<file path="src/rtl/up_down_counter.sv">
// Free-running bidirectional counter: steps by one every clock edge, direction
// chosen by up_down, wrapping silently modulo 2^WIDTH in both directions.
module up_down_counter #(
  parameter int          WIDTH       = 8,
  parameter int unsigned RESET_VALUE = 0
) (
  input  logic             clk,
  input  logic             reset,
  input  logic             up_down,
  output logic [WIDTH-1:0] out
);

  // RESET_VALUE may be wider than the counter; only the low WIDTH bits are kept.
  localparam logic [WIDTH-1:0] RESET_COUNT = WIDTH'(RESET_VALUE);
  localparam logic [WIDTH-1:0] ONE         = WIDTH'(1);

  always_ff @(posedge clk) begin
    if (reset) begin
      out <= RESET_COUNT;
    end else if (up_down) begin
      out <= out + ONE;
    end else begin
      out <= out - ONE;
    end
  end

endmodule

</file>
<file path="config.mk">
export PLATFORM = sky130hd
export DESIGN_NAME = up_down_counter
export DESIGN_NICKNAME = d
export VERILOG_FILES = /design/src/rtl/up_down_counter.sv
export SDC_FILE = /design/constraint.sdc
export NUM_CORES = 1
export LEC_CHECK = 0
export CAP_MARGIN = 20
export CELL_PAD_IN_SITES_DETAIL_PLACEMENT = 2
export CELL_PAD_IN_SITES_GLOBAL_PLACEMENT = 2
export CORE_UTILIZATION = 30
export DETAILED_ROUTE_END_ITERATION = 6
export PLACE_DENSITY_LB_ADDON = 0.1
export SKIP_LAST_GASP = 1
export SLEW_MARGIN = 20
export SYNTH_ARGS = -nofsm -noshare
export SYNTH_HDL_FRONTEND = slang
export SYNTH_SLANG_ARGS = --single-unit
export TNS_END_PERCENT = 20
</file>
<file path="constraint.sdc">
create_clock -name clk -period 6 [get_ports clk]
set_input_delay 1.8 -clock clk [delete_from_list [all_inputs] [get_ports clk]]
set_output_delay 1.8 -clock clk [all_outputs]
set_load 0.01 [all_outputs]
</file>
# == Word level (Yosys, flattened, before mapping) ==
# Index checks and enable logic that the tools add are counted.
# Widths: inputs -> output; s select.
# word_totals
ff_bits,8
latch_bits,0
mem_bits_rw,0
romBits,0
out_inout_bits,8
elab_cells,4
memories,0
# op_classes
add_sub_neg,2
mul,0
div,0
magnitude_cmp,0
eq_ne,0
shift,0
mux,1
bitwise_logic,0
reduce_logical,0
# op_table
cell,n
$add 8x1->8 const B,1
$mux 8,1
$sub 8x1->8 const B,1

# == Logic depth before layout (Yosys ltp) ==
# depth
depth_word,2
depth_mapped,6
mapped_depth_nobuf,6

# == Worst setup path before layout ==
# No wires, ideal clock.
# synth_timing
kind,in2reg
startpoint,in up_down
endpoint,reg out[7]
arrival_ns,3.147
path_slack_ns,2.784
cell_stages,6
n_path_buf,0
path_cell_list,inv_1 -> ha_1 -> a21o_1 -> a31o_1 -> or3_1 -> a21oi_1
# synth_via
elab_chain_cells,1
# synth_lines
item,line_no,rtl
"start, declared",9,"input logic up_down,"
$mux 8,20,end else if (up_down) begin
"end signal, assigned",21,out <= out + ONE;
"end signal, assigned",23,out <= out - ONE;
"end, declared",10,output logic [WIDTH-1:0] out
# No other way between the ends.
# A chain may end at the register's enable or synchronous reset.

# == Final worst setup path ==
# layout_timing
startpoint,in up_down
endpoint,reg out[5]
# The elaborated chain is that of the path after synthesis.

==> flow_summary_export.csv <==
group,metric,value,unit
pwr,leakage,0.283,nW
floorplan,initial_core_util,32.8,%
setup_path,r2r_cells,5,
layout,stdcell_area,634,um2
logic_synthesis,synth_largest_area_cell,"dfxtp_1",
setup_path,r2r_slack,4.31,ns
layout,fin_nets,77,
setup_path,worst_setup_path_start_kind,"input pin",
sta,fmaxAchievable,275,MHz
clocking,postCtsSetupBuffers,0,
floorplan,pin_count,11,
clocking,cts_tree,"yes",
layout,n_fill_cell,171,
routing,routed_wl,1220,um
setup_path,cp.required,6.19,ns
place,hpwl,974,um
floorplan,dieHeight,42.8,um
clocking,clk_pin_slew,0.06,ns
min_path,min-delay-start,"out[0]",
sta,finalCritPeriodShare,60.5,%
logic_synthesis,ys_seq_area_share,32.1,%
logic_synthesis,synth.top_cell.area_share,32.1,%
clocking,cts.sink_count,8,
setup_path,crit_type,"input pin to flip-flop",
clocking,htree_levels,1,
clocking,hold_buffers,0,
layout,reg.largest.list,"out: 8 flops",
logic_synthesis,ys.flop_type,"dfxtp_1",
run,maxCapViolations,0,
sta,fin_skew,0.00528,ns
layout,drive_gt1_share,10.8,%
grt,grt_pass1_vias,455,
routing,route.detailed.drc,0,
setup_path,crit_path_end,"out[5]",
logic_synthesis,syn_nets,63,
layout,num_antenna_cells,0,
setup_path,critPathArrivalTime,3.82,ns
clocking,clockBufferDepth,2,
logic_synthesis,yosysUniqueCellTypes,25,
routing,wl_per_cell,15.1,um
sta,fin_setup_tns,0,ns
logic_synthesis,synthesis.area,499,um2
floorplan,dieArea,1830,um2
logic_synthesis,syn_area_per_cell,9.42,um2
logic_synthesis,synth_edf_count,0,
grt,gr-total-overflow,0,
pwr,powerDensity,417,nW/um2
sta,setup_viol,0,
routing,antenna_left,0,
floorplan,floorplan.die.width,42.8,um
place,place.gp.congestion,0.737,
logic_synthesis,syn_inst,53,
sta,rsz0062_at_grt,"no",
pwr,ir_drop,0.147,mV
grt,grtUsageTotal,16.3,%
layout,syn_to_final_growth,27.1,%
grt,grt_max_degree,12,
clocking,cts_inserted_buffers,3,
sta,tightest_slew,0.407,ns
clocking,clock_latency,0.26,ns
clocking,root_buffer,"clkbuf_4",
place,post_dp_cell_area,612,um2
logic_synthesis,synth.ff_latch_count,8,
grt,grt_pass1_wl,2100,um
setup_path,path_max_fanout,7,
setup_path,startpoint,"up_down",
sta,period_minus_slack,3.63,ns
setup_path,worst_r2r_endpoint,"out[5]",
layout,largest_register_ff_count,8,
routing,num_vias,442,
floorplan,core,1520,um2
place,port_buffers,10,
outcome,outcome,"finished clean",
sta,hold_viol,0,
sta,relSlewSlack,72.8,%
logic_synthesis,ys_top_cells_by_area,"dfxtp_1 32%, ha_1 15%, a21o_1 6.0%",
logic_synthesis,synthArstFlopShare,0,%
logic_synthesis,yosys_warnings,0,
logic_synthesis,synth_common_cells,"8 x dfxtp_1, 6 x ha_1, 5 x nor2_1",
sta,report.final.slew_viol_count,0,
setup_path,critPathCaptureType,"flip-flop",
min_path,hp-class,"flip-flop to flip-flop",
floorplan,num_rows,14,
clocking,cts_resized,0,
routing,drt_iter0_drc,0,
routing,drt_pre_antenna_iters,1,
grt,antenna_found_initial,0,
layout,regMostFlops,"out",
setup_path,rr_startpoint,"out[2]",
routing,routed_via_density,5.46,
logic_synthesis,yosysMostFrequentCell,"dfxtp_1",
-- report_power, final --
group | internal (mW) | switching (mW) | total, mW
Combinational | 0.0735 | 0.0671 | 0.141
Sequential | 0.0696 | 0.0100 | 0.0797
Clock | 0.0231 | 0.0210 | 0.0441
-- layout make-up --
class / instances / area, um2 / area share (%)
Tap cell: 16 / 20.0 / 3.16
Clock buffer: 3 / 22.5 / 3.55
Sequential cell: 8 / 160 / 25.2
Multi-Input combinational cell: 42 / 324 / 51.1
Timing Repair Buffer: 10 / 100 / 15.8
Inverter: 2 / 7.51 / 1.18
-- cells by family after synthesis --
group	Yosys count	share of synthesized area, %
simple gates	17	19.3
compound gates	15	21.3
flops	8	32.1
fa+ha+maj	7	19.0
xor+xnor	3	5.26
buf+inv	3	3.01
-- layout by cell type, fill, tap and decap left out, drive strengths merged --
master / netlist / routed
fa: 1 / 1
nor2: 5 / 5
dfxtp: 8 / 8
inv: 2 / 2
nor3b: 1 / 1
nor2b: 1 / 1
nand2b: 1 / 1
o21ai: 2 / 2
ha: 6 / 6
clkbuf: 0 / 3
o211ai: 1 / 1
a21o: 4 / 4
nand4: 1 / 1
nor3: 2 / 2
a211oi: 2 / 2
or3: 1 / 1
clkdlybuf4s50: 0 / 10
or3b: 2 / 2
nand3: 2 / 2
a21oi: 4 / 4
or4: 1 / 1
a31o: 1 / 1
xor2: 2 / 2
o31a: 1 / 1
xnor2: 1 / 1
-- metrics by stage --
stage / setup WS, ns / hold WS [ns] / power (mW) / util [%] / instances
floorplan: 2.78 / 0.505 / 0.170 / - / 53
global placement: 2.13 / 0.492 / 0.219 / 40.1 / 78
detailed placement: 2.10 / 0.524 / 0.223 / 40.1 / 78
CTS: 2.37 / 0.537 / 0.269 / 41.6 / 81
global route: 2.26 / 0.552 / 0.287 / 41.6 / 81
finish: 2.37 / 0.530 / 0.264 / 41.6 / 81
-- worst min path at each step --
stage,to,slack (ns),cells past startpoint
floorplan,out[0],0.50,1
global placement,out[0],0.49,1
detailed placement,out[0],0.52,1
CTS,out[0],0.54,1
global route,out[0],0.55,1
finish,out[0],0.53,1
-- layer usage --
layer / track usage, % / wire length (um) / part of all wire (%) / up-vias
li1: - / - / - / 223
met1: 19.2 / 563 / 46 / 206
met2: 24.8 / 578 / 47 / 8
met3: 6.38 / 44 / 3.6 / 5
met4: 9.38 / 35 / 2.9 / 0
met5: 0 / 0 / 0 / -
-- worst max-delay path: stages --
cell	delay (ns)
clkdlybuf4s50_1	0.49
inv_1	0.15
ha_1	0.39
o21ai_0	0.29
nor2_1	0.13
or4_1	0.47
o211ai_1	0.10
No activity file was read; power rests on OpenSTA's default activity.
